[src/rtl/tile_buffer_pkg.sv]
// tile_buffer shared types: default tile width, entry layout, FSM states.
// Imported by the tile_buffer interface and top module.
package tile_pkg;

  localparam int TILE_WIDTH_DEF = 256;

  typedef struct packed {
    logic                      last;
    logic [TILE_WIDTH_DEF-1:0] data;
  } tile_entry_t;

  typedef enum logic [1:0] {
    EMPTY,
    ACTIVE,
    FULL
  } fsm_state_t;

endpackage

[src/rtl/tile_buffer_if.sv]
// Read-side valid/ready stream of the tile FIFO.
// master: drives rd_data/rd_last/rd_valid, samples rd_ready.
interface tile_buffer_if
  import tile_pkg::*;
#(
  parameter int TILE_WIDTH = TILE_WIDTH_DEF
) ();

  logic [TILE_WIDTH-1:0] rd_data;
  logic                  rd_last;
  logic                  rd_valid;
  logic                  rd_ready;

  modport master (
    output rd_data,
    output rd_last,
    output rd_valid,
    input  rd_ready
  );

  modport slave (
    input  rd_data,
    input  rd_last,
    input  rd_valid,
    output rd_ready
  );

endinterface

[src/rtl/tile_buffer.sv]
// Tile FIFO after the DRAM loader: FWFT read, sticky overflow, tags last tile.
// Ports: clk, rst (async, low), tile_in/tile_valid/load_done, clear, rd (if), count/full/overflow.
module tile_buffer
  import tile_pkg::*;
#(
  parameter int TILE_WIDTH = TILE_WIDTH_DEF,
  parameter int DEPTH      = 8
) (
  input  logic                    clk,
  input  logic                    rst,
  input  logic [TILE_WIDTH-1:0]   tile_in,
  input  logic                    tile_valid,
  input  logic                    load_done,
  input  logic                    clear,
  tile_buffer_if.master           rd,
  output logic [$clog2(DEPTH):0]  count,
  output logic                    full,
  output logic                    overflow
);

  localparam int AW = $clog2(DEPTH);
  localparam logic [AW:0] CNT_TOP = (AW+1)'(DEPTH - 1);
  localparam logic [AW:0] CNT_ONE = (AW+1)'(1);

  logic [TILE_WIDTH:0] mem [DEPTH];
  logic [TILE_WIDTH:0] head;

  logic [AW:0] wr_ptr;
  logic [AW:0] rd_ptr;

  fsm_state_t state;
  fsm_state_t nxt;

  logic push;
  logic pop;
  logic drop;

  // clear wins over everything in its cycle, so it gates both sides
  assign pop  = rd.rd_valid & rd.rd_ready & ~clear;
  assign push = tile_valid & (~full | pop) & ~clear;
  assign drop = tile_valid & full & ~pop & ~clear;

  assign count = wr_ptr - rd_ptr;

  always_ff @(posedge clk) begin
    if (push) begin
      mem[wr_ptr[AW-1:0]] <= {tile_valid & load_done, tile_in};
    end
  end

  // gate the head so unwritten slots never leak onto the bus
  assign head        = mem[rd_ptr[AW-1:0]];
  assign rd.rd_data  = rd.rd_valid ? head[TILE_WIDTH-1:0] : '0;
  assign rd.rd_last  = rd.rd_valid & head[TILE_WIDTH];

  always_ff @(posedge clk or negedge rst) begin
    if (!rst) begin
      wr_ptr   <= '0;
      rd_ptr   <= '0;
      overflow <= 1'b0;
    end else if (clear) begin
      wr_ptr   <= '0;
      rd_ptr   <= '0;
      overflow <= 1'b0;
    end else begin
      if (push) wr_ptr <= wr_ptr + CNT_ONE;
      if (pop)  rd_ptr <= rd_ptr + CNT_ONE;
      if (drop) overflow <= 1'b1;
    end
  end

  always_ff @(posedge clk or negedge rst) begin
    if (!rst) begin
      state <= EMPTY;
    end else begin
      state <= nxt;
    end
  end

  always_comb begin
    nxt = state;
    if (clear) begin
      nxt = EMPTY;
    end else begin
      unique case (state)
        EMPTY: begin
          if (push) nxt = ACTIVE;
        end
        ACTIVE: begin
          if (push && !pop && count == CNT_TOP) begin
            nxt = FULL;
          end else if (pop && !push && count == CNT_ONE) begin
            nxt = EMPTY;
          end
        end
        FULL: begin
          if (pop && !push) nxt = ACTIVE;
        end
        default: nxt = EMPTY;
      endcase
    end
  end

  always_comb begin
    full        = 1'b0;
    rd.rd_valid = 1'b0;
    unique case (state)
      EMPTY: begin
      end
      ACTIVE: begin
        rd.rd_valid = 1'b1;
      end
      FULL: begin
        rd.rd_valid = 1'b1;
        full        = 1'b1;
      end
      default: begin
      end
    endcase
  end

endmodule

[src/flat_wrapper.sv]
// flat-port wrapper written by rule: the top's interface ports become plain ports
module tile_buffer_flat import tile_pkg::*;
#(
  parameter int TILE_WIDTH = TILE_WIDTH_DEF,
  parameter int DEPTH      = 8
)
  (clk, rst, tile_in, tile_valid, load_done, clear, count, full, overflow, rd_rd_data, rd_rd_last, rd_rd_valid, rd_rd_ready);
  tile_buffer_if #(.TILE_WIDTH(TILE_WIDTH)) rd_i ();
  input  logic clk;
  input  logic rst;
  input  logic [TILE_WIDTH-1:0] tile_in;
  input  logic tile_valid;
  input  logic load_done;
  input  logic clear;
  output logic [$clog2(DEPTH):0] count;
  output logic full;
  output logic overflow;
  output wire logic [$bits(rd_i.rd_data)-1:0] rd_rd_data;
  output wire logic [$bits(rd_i.rd_last)-1:0] rd_rd_last;
  output wire logic [$bits(rd_i.rd_valid)-1:0] rd_rd_valid;
  input wire logic [$bits(rd_i.rd_ready)-1:0] rd_rd_ready;
  assign rd_rd_data = rd_i.rd_data;
  assign rd_rd_last = rd_i.rd_last;
  assign rd_rd_valid = rd_i.rd_valid;
  assign rd_i.rd_ready = rd_rd_ready;
  tile_buffer #(.TILE_WIDTH(TILE_WIDTH), .DEPTH(DEPTH)) u_core (.clk(clk), .rst(rst), .tile_in(tile_in), .tile_valid(tile_valid), .load_done(load_done), .clear(clear), .rd(rd_i), .count(count), .full(full), .overflow(overflow));
endmodule
[config.mk]
export PLATFORM = sky130hd
export DESIGN_NAME = tile_buffer_flat
export DESIGN_NICKNAME = d
export VERILOG_FILES = /design/src/rtl/tile_buffer_pkg.sv /design/src/rtl/tile_buffer_if.sv /design/src/rtl/tile_buffer.sv /design/src/flat_wrapper.sv
export SDC_FILE = /design/constraint.sdc
export NUM_CORES = 2
export LEC_CHECK = 0
export BUFFER_PORTS_ARGS = -buffer_cell sky130_fd_sc_hd__buf_4
export CORE_UTILIZATION = 25
export CTS_CLUSTER_SIZE = 24
export DETAILED_ROUTE_END_ITERATION = 8
export PLACE_DENSITY_LB_ADDON = 0.05
export SLEW_MARGIN = 20
export SYNTH_ARGS = -nofsm -noshare
export SYNTH_HDL_FRONTEND = slang
export SYNTH_SLANG_ARGS = --single-unit
[constraint.sdc]
create_clock -name clk -period 31.7 [get_ports clk]
set_input_delay 1.585 -clock clk [delete_from_list [all_inputs] [get_ports clk]]
set_output_delay 1.585 -clock clk [all_outputs]
set_load 0.02 [all_outputs]
# Word-level counts from Yosys, hierarchy flattened
# Memories as Yosys holds them, arrays and structs flattened.
# Index checks and enable logic that the tools add are counted.
# classes
n_bitwise	13
n_reduce_logical	12
mux	17
n_eq_ne	7
n_addsub	3
# op_table
op	n
$mux 256	1
$mux 4	4
$mux 2	5
$and 1x1->1	9
$add 4x1->4 const B	2
$mux 1	6
$ne 3x2->1 const B	2
$pmux 2 s3	1
$reduce_bool 2->1	3
$eq 4x1->1 const B	1
$eq 4x3->1 const B	1
$logic_and 1x1->1	4
$ne 4x2->1 const B	1
$sub 4x4->4	1
$not 1->1	3
$reduce_and 3->1	1
$eq 2x1->1 const B	1
$eq 2x2->1 const B	1
$logic_not 1->1	2
$logic_not 2->1	1
$reduce_or 2->1	1
$or 1x1->1	1
# word_totals
word_cells	57
n_memories	1
inputBits	262
out_inout_bits	264
ram_bits	2056
ff_bits	11
# mem_list
memory	words	word_bits	read_ports	rd_clocked_by_memory_dff	wr	line	rtl
u_core.mem	8	257	1	0	1	tile_buffer.sv:25	logic [TILE_WIDTH:0] mem [DEPTH];

# Logic depth before layout (Yosys ltp)
# depth
word_depth	15
mapped_depth	10
mapped_depth_nobuf	9

# Least setup slack after synthesis
# No wires, ideal clock.
# synth_timing
kind	input-to-reg
startpoint	in rd_rd_ready
endpoint	mem u_core.mem[0][0] in the netlist's numbering (enable)
path_buffers	0
required_ns	30.511
stages	4
path_slack_ns	11.184
setup_time_ns	1.189
arrival_time_ns	19.327
cell_sequence	nand2_1 -> a21oi_1 -> nand2_1 -> nor3_1
# synth_between
elab_chain_cells	7
# synth_lines
element	line	rtl
from (decl)	flat_wrapper.sv:21	input wire logic [$bits(rd_i.rd_ready)-1:0] rd_rd_ready;
$and 1x1->1 (2 in a row)	tile_buffer.sv:39	assign pop = rd.rd_valid & rd.rd_ready & ~clear;
$or 1x1->1	tile_buffer.sv:40	assign push = tile_valid & (~full | pop) & ~clear;
$and 1x1->1 (2 in a row)	tile_buffer.sv:40	
$mux 1	tile_buffer.sv:46	if (push) begin
$mux 1 (implied by the code)	tile_buffer.sv:47	mem[wr_ptr[AW-1:0]] <= {tile_valid & load_done, tile_in};
to (decl)	tile_buffer.sv:25	
# Every way passes these cells.

# Final worst setup path
# layout_timing
startpoint	reg u_core.rd_ptr[0]
endpoint	out rd_rd_data[164]
# layout_between
elab_chain_cells	2
# layout_lines
element	line	rtl
from (decl)	tile_buffer.sv:29	logic [AW:0] rd_ptr;
from (signal assigned)	tile_buffer.sv:67	if (pop) rd_ptr <= rd_ptr + CNT_ONE;
$mem_v2 8x257	--	
$mux 256	tile_buffer.sv:53	assign rd.rd_data = rd.rd_valid ? head[TILE_WIDTH-1:0] : '0;
to (decl)	flat_wrapper.sv:18	output wire logic [$bits(rd_i.rd_data)-1:0] rd_rd_data;
# Every way passes these cells.

==> impl_results.md <==
- DRT Pass-1 Iters: 5
- Flop pwr share: 0.457
- Via-to-Cell Ratio: 4.37
- Drt wl/cell: between 20 and 30 um
- Switching part of the total power: 0.257
- Root buf cell: clkbuf_16
- Syn avg cell area: 21.8 um2
- CP cell instances: buf_4 -> buf_4 -> buf_4 -> buf_4 -> buf_4 -> mux4_2 -> nand2_1 -> a21boi_1 -> buf_4
- Post-synthesis cell count: roughly 3600
- GRT overflow: 0
- Syn nets: 3909
- Worst Max-Slew Pin Slew: 1.10 ns
- Clock Sinks: between 2000 and 2500
- Critical R2R Launch: u_core.state[0]$_DFFE_PN0P_
- Arr. time, crit path: 6.48 ns
- GRT Util Overall: 0.142
- Fin worst setup slack: 23.64 ns
- Max Buffers Root-to-Sink: 4
- Internal: 4.98 mW
- Top FF cell, synth: edfxtp_1
- Slowest stage cell, crit path: buf_4
- DRT antenna net count: 0
- Initial DRC Count: 2191
- Yosys cell types: 36
- Peak VDD IR: about 0.000047 V
- Fmax: around 0.12 GHz
- FF-to-FF End: u_core.mem[5][167]$_DFFE_PP_
- Reg2reg path depth: 9
- Flop2flop setup slack: 25.88 ns
- First-pass GRT wire length: 321 mm
- YS warnings: 0
- Area of the die: between 0.3 and 0.4 mm2
- Total power: ~6.7 mW
- CP Launch Type: register
- Layout cell share with drive strength beyond 1: 0.324
- Number of max-cap violations: 0
- EDFF count, synth: 2056
- Final setup vio count: 0
- Clock skew: 0.0582 ns
- Clock power share: 0.393
- DRC Markers: 0
- Fin cells: 8653
- Slowest stage delay, CP: 0.77 ns
- Vias in the first global route: 40700
- DIE WIDTH: 565 um
- Worst EP required: 30.12 ns
- Core Area: 0.315 mm2
- TNS Setup: 0 ns
- Final-stage net count: around 4600
- Comb pwr share: 0.151
- #FFs+latches synth: 2067
- Antenna violations before repair: 55
- CP Class: register to primary output
- FP Rows: about 210
- Crit end category: primary output
- CTS tree: built
- Largest cells by area after synthesis: edfxtp_1 (78%), mux4_2 (15%), nand2_1 (2.5%)
- # resized after CTS: 0
- Cell taking the most area after synthesis: edfxtp_1
- Rel. slew slack: 0.267
- Hold Vio Cnt, Final: 0
- Synth top area share: 0.780
- Fin area: around 0.095 mm2
- Cell area after synthesis: 0.0791 mm2
- Htree depth: 4
- Register area share after synthesis: 0.784
- RSZ-0062 raised after global routing: false
- Asr flop ratio synth: 0.00532
- Clk Latency, worst-skew pair: around 0.90 ns
- Pwr Density: 70.2 mW/mm2
- Switching pwr: between 1.5 and 2 mW
- Total leakage power: between 30 and 40 nW
- HP Class: input port to async pin
- Setup crit end: rd_rd_data[164]
- Layout area overhead: 20.6%
- Initial Utilization: 0.251
- Die Y: between 500 and 600 um
- PortBufs: between 500 and 600
- Hpwl dp: ~120 mm
- Hold_buf cts: 0
- Final period utilization: 0.254
- Pre-CTS WS: ~24 ns
- Clock-pin slew on the worst setup and hold paths: 0.06 ns
- Largest net degree at the start of global routing: 102
- WL final: 229 mm
- CP dominant cell by count: buf_4
- GP Congestion: 0.675
- CP startpoint: u_core.rd_ptr[0]$_DFFE_PN0P_
- Total clock buffers created by CTS: approximately 240
- Via count: between 30000 and 40000
- Placed Instance Area: 0.0880 mm2
- Placed cell count: 8202
- Fin crit period: 8.06 ns
- Setup bufs post-CTS: 0
- Outcome: complete, no violations
- Max-slew violation count: 0
- CP Max Fanout: 38
- # IOs: 526
==> stage by stage <==
step                 util  hold slack (ns)
global placement    0.279            0.499
floorplan               -            0.523
detailed placement  0.279            0.515
global route        0.303            0.448
finish              0.303            0.514
CTS                 0.303            0.412
==> power groups by stage <==
stage	clock network, mW	registers [mW]	logic [mW]
2_1_floorplan	0	3.14	0.624
3_3_place_gp	0	3.12	1.06
3_5_place_dp	0	3.12	1.05
4_1_cts	2.73	3.06	1.06
5_1_grt	2.82	3.06	1.10
6_report	2.63	3.06	1.01
==> synthesized netlist by cell type (all sizes together), types with 2 or more instances <==
library cell,count
edfxtp,2056
nand2,522
mux4,514
a21boi,258
buf,113
clkbuf,90
nor2,16
dfrtp,11
ha,9
inv,8
a21oi,5
xor2,5
nand2b,4
nand3,3
o21ai,3
xnor2,3
nand3b,2
nand4,2
nor3,2
==> how the worst min path moves through the flow <==
stage,end,slack [ns]
floorplan,u_core.wr_ptr[3]$_DFFE_PN0P_,0.52
global placement,u_core.overflow$_DFFE_PN0P_,0.50
finish,u_core.state[0]$_DFFE_PN0P_,0.51
CTS,u_core.state[0]$_DFFE_PN0P_,0.41
detailed placement,u_core.overflow$_DFFE_PN0P_,0.51
global route,u_core.wr_ptr[3]$_DFFE_PN0P_,0.45
==> routing by layer <==
metal | global-route usage | vias to the layer above | routed length [um]
met4 | 0.0317 | 62 | 4720
met2 | 0.230 | 698 | 109000
li1 | - | 16200 | -
met3 | 0.0455 | 361 | 15700
met5 | 0 | - | 369
met1 | 0.185 | 20500 | 99900
==> cell families after synthesis <==
| group | count (synthesis) | share of synthesized area |
|---|---|---|
| adders and majority gates | 10 | 0.00168 |
| xor gates and xnor gates | 8 | 0.000980 |
| buffers and inverters | 211 | 0.0147 |
| muxes | 516 | 0.147 |
| DFF | 2067 | 0.784 |
| and+or+nand+nor | 555 | 0.0269 |
| AOI/OAI and AO/OA | 270 | 0.0255 |
==> state kept, by name, indices dropped and copies added, names as in the netlist <==
| register | flops |
|---|---|
| u_core.mem | 2056 |
| u_core.rd_ptr | 4 |
| u_core.wr_ptr | 4 |
| u_core.state | 2 |
| u_core.overflow | 1 |
==> critical path, delay by kind of cell, from the launching register on <==
kind,cells,cell delay [ns]
compound gates,1,0.46
simple gates,1,0.05
mux,1,0.35
buf+inv,6,3.82
flops,1,0.72
==> cell usage in the layout (no fill, tap or decap), types with 12 or more instances in the layout <==
| master | count |
|---|---|
| buf_4 | 596 |
| clkbuf_16 | 242 |
| mux4_2 | 514 |
| clkbuf_1 | 53 |
| diode_2 | 13 |
| clkinv_1 | 70 |
| nand2_1 | 522 |
| buf_12 | 12 |
| clkinv_2 | 42 |
| edfxtp_1 | 2056 |
| a21boi_1 | 258 |
| bufinv_16 | 13 |
==> layout make-up <==
class                   count  area (um2)
fillers                 30700      220000
repair buffers            608        4710
inverters                   8        37.5
diodes                     13        32.5
multi-input cells        1359       16000
well taps                4160        5200
clock inverters           143        1150
clock buffers             295        6250
flip-flops and latches   2067       62000
No activity file was read; power rests on OpenSTA's default activity.
